===== config.mk =====
export PLATFORM = sky130hd
export DESIGN_NAME = ball_motion
export DESIGN_NICKNAME = d
export VERILOG_FILES = /design/src/rtl/ball_motion.sv
export SDC_FILE = /design/constraint.sdc
export NUM_CORES = 1
export LEC_CHECK = 0
export CAP_MARGIN = 5
export CORE_MARGIN = 2
export CORE_UTILIZATION = 49
export CTS_BUF_LIST = sky130_fd_sc_hd__clkbuf_8
export DETAILED_ROUTE_END_ITERATION = 16
export DONT_BUFFER_PORTS = 1
export PLACE_DENSITY_LB_ADDON = 0.3
export SLEW_MARGIN = 5
export SYNTH_ARGS = -nofsm -noshare
export SYNTH_HDL_FRONTEND = slang
export SYNTH_SLANG_ARGS = --single-unit

===== constraint.sdc =====
create_clock -name clk -period 4.91 [get_ports clk]
set_input_delay 0.982 -clock clk [delete_from_list [all_inputs] [get_ports clk]]
set_output_delay 0.982 -clock clk [all_outputs]
set_load 0.02 [all_outputs]

===== src/rtl/ball_motion.sv =====
// Ball kinematics for a two-court volley game: serve spawn, per-frame gravity
// integration with collision-corrected velocity, wall clamp, landing and hold.
module ball_motion #(
  parameter int GRAVITY     = 1,
  parameter int VMAX        = 60,
  parameter int GROUND_Y    = 440,
  parameter int NET_X       = 310,
  parameter int SERVE_X_L   = 96,
  parameter int SERVE_X_R   = 544,
  parameter int SERVE_Y     = 100,
  parameter int HOLD_FRAMES = 60,
  parameter int X_MIN       = 20,
  parameter int X_MAX       = 610
) (
  input  logic               clk,
  input  logic               rst,
  input  logic               frame_tick,
  input  logic               serve,
  input  logic               bounce_valid,
  input  logic signed [9:0]  bounce_v_x,
  input  logic signed [9:0]  bounce_v_y,
  output logic signed [10:0] ball_pos_x,
  output logic signed [10:0] ball_pos_y,
  output logic signed [9:0]  ball_v_x,
  output logic signed [9:0]  ball_v_y,
  output logic [1:0]         state,
  output logic               ground_hit,
  output logic               point_to
);

  typedef enum logic [1:0] {
    ST_IDLE = 2'b00,
    ST_FLY  = 2'b01,
    ST_LAND = 2'b10
  } state_e;

  localparam logic signed [11:0] GRAVITY_P = 12'(GRAVITY);
  localparam logic signed [11:0] VMAX_P    = 12'(VMAX);
  localparam logic signed [11:0] VMIN_P    = 12'(-VMAX);
  localparam logic signed [11:0] GROUND_P  = 12'(GROUND_Y);
  localparam logic signed [11:0] NET_P     = 12'(NET_X);
  localparam logic signed [11:0] XMIN_P    = 12'(X_MIN);
  localparam logic signed [11:0] XMAX_P    = 12'(X_MAX);
  localparam logic signed [10:0] GROUND_11 = 11'(GROUND_Y);
  localparam logic signed [10:0] SX_L_P    = 11'(SERVE_X_L);
  localparam logic signed [10:0] SX_R_P    = 11'(SERVE_X_R);
  localparam logic signed [10:0] SY_P      = 11'(SERVE_Y);
  localparam logic [15:0]        HOLD_P    = 16'(HOLD_FRAMES);

  function automatic logic signed [11:0] sext10(input logic signed [9:0] v);
    return {{2{v[9]}}, v};
  endfunction

  function automatic logic signed [11:0] sext11(input logic signed [10:0] v);
    return {v[10], v};
  endfunction

  function automatic logic signed [11:0] clamp12(input logic signed [11:0] v,
                                                 input logic signed [11:0] lo,
                                                 input logic signed [11:0] hi);
    if (v < lo) begin
      return lo;
    end else if (v > hi) begin
      return hi;
    end else begin
      return v;
    end
  endfunction

  state_e             state_q, state_d;
  logic signed [10:0] pos_x_q, pos_x_d;
  logic signed [10:0] pos_y_q, pos_y_d;
  logic signed [9:0]  v_x_q, v_x_d;
  logic signed [9:0]  v_y_q, v_y_d;
  logic               ground_hit_q, ground_hit_d;
  logic               point_to_q, point_to_d;
  logic [15:0]        hold_cnt_q, hold_cnt_d;

  logic signed [11:0] v_x_sel, v_y_sel;
  logic signed [11:0] v_x_n, v_y_n;
  logic signed [11:0] pos_x_n, pos_y_n;
  logic signed [10:0] spawn_x;

  // Candidate frame step, evaluated every cycle and committed only on a FLY frame_tick
  always_comb begin
    v_x_sel = bounce_valid ? sext10(bounce_v_x) : sext10(v_x_q);
    v_y_sel = bounce_valid ? sext10(bounce_v_y) : sext10(v_y_q);
    v_x_n   = clamp12(v_x_sel, VMIN_P, VMAX_P);
    v_y_n   = clamp12(v_y_sel + GRAVITY_P, VMIN_P, VMAX_P);
    pos_x_n = clamp12(sext11(pos_x_q) + (v_x_n >>> 2), XMIN_P, XMAX_P);
    pos_y_n = sext11(pos_y_q) + (v_y_n >>> 2);
    spawn_x = point_to_q ? SX_R_P : SX_L_P;
  end

  // Next-state and next-output selection for the serve / fly / land sequence
  always_comb begin
    state_d      = state_q;
    pos_x_d      = pos_x_q;
    pos_y_d      = pos_y_q;
    v_x_d        = v_x_q;
    v_y_d        = v_y_q;
    ground_hit_d = 1'b0;
    point_to_d   = point_to_q;
    hold_cnt_d   = hold_cnt_q;
    case (state_q)
      ST_IDLE: begin
        pos_x_d    = spawn_x;
        pos_y_d    = SY_P;
        v_x_d      = 10'sd0;
        v_y_d      = 10'sd0;
        hold_cnt_d = 16'd0;
        if (serve) begin
          state_d = ST_FLY;
        end else begin
          state_d = ST_IDLE;
        end
      end
      ST_FLY: begin
        if (frame_tick) begin
          if (pos_y_n >= GROUND_P) begin
            state_d      = ST_LAND;
            pos_x_d      = pos_x_n[10:0];
            pos_y_d      = GROUND_11;
            v_x_d        = 10'sd0;
            v_y_d        = 10'sd0;
            ground_hit_d = 1'b1;
            point_to_d   = (pos_x_n < NET_P);
            hold_cnt_d   = 16'd0;
          end else begin
            pos_x_d = pos_x_n[10:0];
            pos_y_d = pos_y_n[10:0];
            v_x_d   = v_x_n[9:0];
            v_y_d   = v_y_n[9:0];
          end
        end else begin
          state_d = ST_FLY;
        end
      end
      ST_LAND: begin
        if (frame_tick) begin
          // The frame that ends the hold moves nothing; the ball just respawns
          if ((hold_cnt_q + 16'd1) >= HOLD_P) begin
            state_d    = ST_IDLE;
            pos_x_d    = spawn_x;
            pos_y_d    = SY_P;
            v_x_d      = 10'sd0;
            v_y_d      = 10'sd0;
            hold_cnt_d = 16'd0;
          end else begin
            hold_cnt_d = hold_cnt_q + 16'd1;
          end
        end else begin
          state_d = ST_LAND;
        end
      end
      default: begin
        state_d    = ST_IDLE;
        pos_x_d    = spawn_x;
        pos_y_d    = SY_P;
        v_x_d      = 10'sd0;
        v_y_d      = 10'sd0;
        hold_cnt_d = 16'd0;
      end
    endcase
  end

  // State and output registers with asynchronous reset to the left serve spawn
  always_ff @(posedge clk or posedge rst) begin
    if (rst) begin
      state_q      <= ST_IDLE;
      pos_x_q      <= SX_L_P;
      pos_y_q      <= SY_P;
      v_x_q        <= 10'sd0;
      v_y_q        <= 10'sd0;
      ground_hit_q <= 1'b0;
      point_to_q   <= 1'b0;
      hold_cnt_q   <= 16'd0;
    end else begin
      state_q      <= state_d;
      pos_x_q      <= pos_x_d;
      pos_y_q      <= pos_y_d;
      v_x_q        <= v_x_d;
      v_y_q        <= v_y_d;
      ground_hit_q <= ground_hit_d;
      point_to_q   <= point_to_d;
      hold_cnt_q   <= hold_cnt_d;
    end
  end

  assign ball_pos_x = pos_x_q;
  assign ball_pos_y = pos_y_q;
  assign ball_v_x   = v_x_q;
  assign ball_v_y   = v_y_q;
  assign state      = state_q;
  assign ground_hit = ground_hit_q;
  assign point_to   = point_to_q;

endmodule

# --- Yosys cells after proc, flatten, opt, wreduce, memory -nomap -nowiden ---
# Cells that the tools add are included.
# Widths: inputs -> output; s select.
word_totals:
  input_bits: 25
  wordCells: 74
  regBits: 62
  output_inout_bits: 46
classes:
  n_lt_le_gt_ge: 9
  n_mux: 40
  addsub: 4
  eq_ne: 8
  reduce_logical: 5
op_table:
  columns: ["operator", "n"]
  rows:
  - ["$mux 12", 8]
  - ["$mux 11", 7]
  - ["$mux 10", 7]
  - ["$mux 16", 4]
  - ["$pmux 11 s2", 2]
  - ["$pmux 10 s2", 2]
  - ["$pmux 16 s2", 1]
  - ["$add 11x10->12", 2]
  - ["$gt 12x7->1 const B", 2]
  - ["$lt 12x7->1 const B", 2]
  - ["$add 16x1->16 const B", 1]
  - ["$ge 16x6->1 const B", 1]
  - ["$add 12x2->12 const B", 1]
  - ["$ge 12x10->1 const B", 1]
  - ["$gt 12x11->1 const B", 1]
  - ["$lt 12x10->1 const B", 1]
  - ["$lt 12x6->1 const B", 1]
  - ["$reduce_and 3->1", 3]
  - ["$mux 2", 4]
  - ["$ne 2x2->1 const B", 4]
  - ["$ne 3x3->1 const B", 2]
  - ["$pmux 2 s3", 1]
  - ["$mux 1", 4]
  - ["$eq 2x1->1 const B", 1]
  - ["other kinds (3)", 3]

# --- Longest topological paths before layout ---
logic_depth:
  word_depth: 10
  mapped_depth: 25
  ltp_nobuf: 20

# --- Worst setup path after synthesis ---
# OpenSTA, ideal clock, no wires.
synth_path:
  path_type: "input to register"
  start: "in bounce_valid"
  end: "reg v_y_q[3], in the netlist ball_v_y[3]"
  setup_ns: 0.066
  required_ns: 4.844
  arrival_time_ns: 5.865
  slack_ns: -1.021
  path_stages: 25
  n_path_buf: 6
  path_cell_list: "buf_6 -> buf_12 -> buf_2 -> buf_1 -> mux2_2 -> ha_1 -> nand4b_1 -> a211oi_1 -> xnor2_1 -> nand4_1 -> a21oi_1 -> a22o_1 -> nand2b_1 -> ha_1 -> ha_1 -> a21oi_1 -> maj3_1 -> a211oi_2 -> o41ai_2 -> xnor2_1 -> a311o_1 -> buf_6 -> a21oi_4 -> buf_6 -> a22o_1"
synth_via:
  elab_chain_len: 10
  word_cells_on_any_way: 11
  cone_classes: "2 x add/sub; 3 x order compare; 6 x mux"
synth_rtl:
  columns: ["item", "line", "rtl"]
  rows:
  - ["start, declared", "19", "input logic bounce_valid,"]
  - ["$mux 12 *", "87", "v_y_sel = bounce_valid ? sext10(bounce_v_y) : sext10(v_y_q);"]
  - ["$add 12x2->12 *", "89", "v_y_n = clamp12(v_y_sel + GRAVITY_P, VMIN_P, VMAX_P);"]
  - ["$gt 12x7->1", "63", "end else if (v > hi) begin"]
  - ["$mux 12", "63", null]
  - ["$mux 12 *", "61", "if (v < lo) begin"]
  - ["$add 11x10->12", "91", "pos_y_n = sext11(pos_y_q) + (v_y_n >>> 2);"]
  - ["$ge 12x10->1", "120", "if (pos_y_n >= GROUND_P) begin"]
  - ["$mux 10 *", "120", null]
  - ["$mux 10 *", "119", "if (frame_tick) begin"]
  - ["$pmux 10 s2 *", "105", "case (state_q)"]
  - ["end signal, assigned", "183", "v_y_q <= v_y_d;"]
  - ["end, declared", "74", "logic signed [9:0] v_y_q, v_y_d;"]
# Every way passes the cells marked *; elsewhere a longest branch is shown, timed or not. The select of a mux whose other input is x is not followed.
# A chain may end at the register's enable or synchronous reset.

# --- Worst setup path after layout ---
layout_path:
  start: "in bounce_valid"
  end: "reg hold_cnt_q[8]"
layout_via:
  elab_chain_len: 9
  word_cells_on_any_way: 10
  cone_classes: "2 x add/sub; 3 x order compare; 1 x eq/ne; 3 x mux; 1 x reduce/logical"
layout_rtl:
  columns: ["item", "line", "rtl"]
  rows:
  - ["$mux 12 *", "87", null]
  - ["$add 12x2->12 *", "89", null]
  - ["$gt 12x7->1", "63", null]
  - ["$mux 12", "63", null]
  - ["$mux 12 *", "61", null]
  - ["$add 11x10->12 *", "91", null]
  - ["$ge 12x10->1 *", "120", null]
  - ["$ne 2x2->1 (no source line) *", null, null]
  - ["$reduce_and 3->1 (no source line) *", null, null]
  - ["end signal, assigned", "186", "hold_cnt_q <= hold_cnt_d;"]
  - ["end, declared", "77", "logic [15:0] hold_cnt_q, hold_cnt_d;"]
# Every way passes the cells marked *; elsewhere a longest branch is shown, timed or not.

==> summary.txt <==
Placement
  – Worst slack, placed: -0.257 ns
  – Placer Congestion: 0.944
  – Count of input and output buffers: 0
  – # placed instances: 761
  – Post-DP HPWL: 10400 um
  – Dpl cell area: 5650 um^2

Global routing
  – First-pass GRT wire length: 23400 um
  – Overflow after GRT: 0
  – Largest net degree at the start of global routing: 52
  – Total GRT Usage: 25.6%
  – Initial antenna violation count: 0
  – Vias in the first global route: 4781

STA
  – Final hold violation count: 0
  – Slew at the pin closest to its max-slew limit: 0.923 ns
  – # setup viols final: 0
  – Clk_skew: 0.00706 ns
  – Worst hold slack: 0.447 ns
  – RSZ-0062 raised after global routing: yes
  – Final worst slack: 0.143 ns
  – Period utilisation layout: 97.1%
  – Fmax: 210 MHz
  – Minimum clock period after layout: 4.77 ns
  – Max transition margin: 38.4%
  – Slew Limit Fails: 0

Setup path
  – Crit path buf inv count: 5
  – Worst R2R Path Depth: 22
  – Worst EP required: 5.13 ns
  – Reg2reg start: ball_v_y[0]$_DFFE_PP0P_
  – Reg2reg end: hold_cnt_q[8]$_DFFE_PP0P_
  – CP cell instances: mux2_4, ha_4, nand4b_1, a211oi_2, xnor2_1, buf_4, a221oi_4, a22o_1, nand2b_1, ha_2, o211ai_1, buf_4, a31oi_2, or3b_4, o211ai_1, a31o_2, buf_4, a311oi_2, buf_4, o31ai_4, buf_4, a21boi_0
  – Critical-path top delay cell: or3b_4
  – Largest fanout on the critical path: 36
  – Critical Path Start Type: input port
  – CP endpoint kind: register
  – Most frequent CP cell: buf_4
  – CP Class: input port to register
  – CP max stage delay: 0.40 ns
  – Cell family with most CP delay: compound AO/OA/AOI/OAI gates
  – Worst reg2reg setup slack: 0.27 ns
  – Worst Path Arrival: 4.99 ns

Clocking
  – Longest Clk Path Bufs: 2
  – CTS H-Tree Depth: 3
  – Clock latency at the later pin of the worst-skew pair: 0.35 ns
  – Clk root buf: clkbuf_8
  – Clk pin slew, worst setup/hold paths: 0.08 ns
  – Clock Sink Count: 62
  – CTS buffer count: 9
  – CTS tree: yes

Layout
  – Filler cells: 846
  – Final non-filler cell total: 784
  – Reg area: 1560 um^2
  – Area delta synth->final: 20.4%
  – Share of cells above drive strength 1: 23.8%
  – Area of the multi-input gates: 3470 um^2
  – # nets final: 692
  – Final Instance Area: 6070 um^2
  – Antenna cells: 0

Floorplanning
  – Die area: 11100 um^2
  – Die width: 105 um
  – Die height: 105 um
  – Ports: 71
  – Core Area: 10100 um^2
  – FP Rows: 37
  – Starting Density: 49.7%

Detailed routing
  – DR vias: 4907
  – Final ANT Viol Nets: 0
  – Initial DRT Pass Iterations: 5
  – # DRC: 0
  – Via-to-Cell Ratio: 6.26
  – Iter 0 DRT Violations: 344
  – DR WL/cell: 18.5 um
  – Routed WL: 14500 um

Hold path
  – Type of the most critical hold path: input port to async pin

Logic synthesis
  – Post-synth EDFFs: 0
  – Syn_nets: 633
  – Avg Inst Size Synth: 8.63 um^2
  – Async SR Flop Fraction: 100%
  – Sequential share of the synthesized area: 30.9%
  – Distinct cells, synth: 83
  – FF+latch count, synth: 62
  – Post-Synthesis Cells: 584
  – Mapped cell area: 5040 um^2
  – Dominant synthesized flop cell: dfrtp_1
  – YS warnings: 0

Power and ir drop
  – Worst vdd ir: 461 uV
  – P per Cell Area: 723 nW/um^2
  – Total Power: 4390 uW
  – Leak pwr: 0.00259 uW

Run status
  – Status: finished, final reports clean

Job
  – Max cap viols: 0
==> where the power goes <==
part           leakage (uW)  total, uW  switching (uW)  internal [uW]
Sequential         0.000822        978             321            657
Clock              0.000113        537             234            303
Combinational       0.00165       2880            1590           1290
==> state kept, by name (all words and copies together), names as in the netlist <==
register and cells:
ball_pos_y 11, state 2, hold_cnt_q 16, ball_v_y 10, ground_hit 1, point_to 1
ball_pos_x 11, ball_v_x 10
==> what timing repair did <==
| action | 4_1_cts | 5_1_grt |
|---|---|---|
| setup endpoints to repair | 0 | 57 |
| buffers inserted | 0 | 6 |
| gates resized for setup | 0 | 37 |
| hold buffers | 0 | 0 |
==> worst reg2reg max path, stage by stage (launching register included) <==
cell	delay (ns)
dfrtp_1	0.49
mux2_4	0.23
ha_4	0.15
nand4b_1	0.17
a211oi_2	0.30
xnor2_1	0.13
buf_4	0.15
a221oi_4	0.23
a22o_1	0.21
nand2b_1	0.09
ha_2	0.20
o211ai_1	0.20
buf_4	0.17
a31oi_2	0.12
or3b_4	0.40
o211ai_1	0.20
a31o_2	0.20
buf_4	0.12
a311oi_2	0.09
buf_4	0.18
o31ai_4	0.24
buf_4	0.19
a21boi_0	0.08
==> worst max-delay path by stage <==
stage	slack (ns)	from	depth (start not counted)	to
finish	0.14	bounce_valid	22	hold_cnt_q[8]$_DFFE_PP0P_
detailed placement	-0.26	bounce_valid	18	ball_v_y[1]$_DFFE_PP0P_
CTS	0.08	bounce_valid	19	ball_v_y[1]$_DFFE_PP0P_
floorplan	-0.39	bounce_valid	24	point_to$_DFFE_PP0P_
global placement	-0.13	bounce_valid	20	ball_pos_x[3]$_DFFE_PP0P_
global route	-0.1	bounce_valid	20	point_to$_DFFE_PP0P_
==> kinds of logic after synthesis <==
group,after synthesis,synth area share (%)
xor+xnor,31,5.38
flops,62,30.9
fa+ha+maj,25,6.30
mux,19,4.09
buf+inv,48,4.57
simple gates,183,18.2
compound gates,216,30.6
==> synth_stat cells (all sizes together), types with 3 or more instances <==
cell,number,share of area [%]
o22ai,4,0.50
a21boi,17,2.6
o211ai,8,1.2
buf,13,2.0
a31o,5,0.87
a31oi,12,1.6
and3,5,0.62
a21oi,42,4.4
mux2,4,0.89
a32o,3,0.60
nand3,19,1.9
o22a,3,0.52
xnor2,23,4.0
nand2b,11,1.4
a311oi,3,0.52
dfstp,5,2.6
o21a,3,0.45
nor2b,7,0.87
nor2,39,2.9
mux2i,15,3.2
xor2,8,1.4
dfrtp,57,28
or4,4,0.60
nor4,5,0.74
nor3,12,1.2
a21o,6,0.89
a22o,18,3.1
o21ai,44,4.4
a32oi,4,0.69
o31ai,11,1.7
inv,25,1.9
nand4,9,1.1
nand2,51,3.8
a211oi,9,1.4
ha,23,5.7
clkbuf,10,0.74
or3,4,0.50
and2,7,0.87
==> metrics by stage <==
stage / util [%] / setup TNS (ns)
finish: 59.9 / 0
global route: 59.9 / -1.91
CTS: 58.0 / 0
global placement: 55.7 / -2.61
floorplan: - / -13.71
detailed placement: 55.7 / -8.36
==> final cells by class <==
class                           instances  area share (%)
Inverter                               25            1.55
Clock inverter                          6            1.55
Timing Repair Buffer                   71            9.04
Tap cell                              136            2.80
Clock buffer                           10            2.27
Multi-Input combinational cell        474            57.1
Sequential cell                        62            25.6
==> placed cells by master (no fill, tap or decap), drive strengths merged, types with 6 or more instances in the layout <==
master / n
nor2: 39
buf: 71
nand4: 9
xnor2: 23
a22o: 18
a31oi: 12
nand2b: 11
ha: 23
clkbuf: 10
nand3: 19
a21o: 6
a21oi: 42
a211oi: 9
o21ai: 44
a21boi: 17
mux2i: 15
and2: 7
inv: 26
dfrtp: 57
nor3: 12
o31ai: 11
nor2b: 7
nand2: 51
xor2: 8
o211ai: 8
==> metal layers <==
| metal | global-route usage (%) | vias to the layer above | wire (um) |
|---|---|---|---|
| met5 | 0 | - | 0 |
| met4 | 7.05 | 0 | 222 |
| met3 | 5.57 | 22 | 969 |
| met2 | 43.6 | 147 | 7170 |
| met1 | 32.9 | 2401 | 6100 |
| li1 | - | 2337 | - |
No activity file was read; power rests on OpenSTA's default activity.
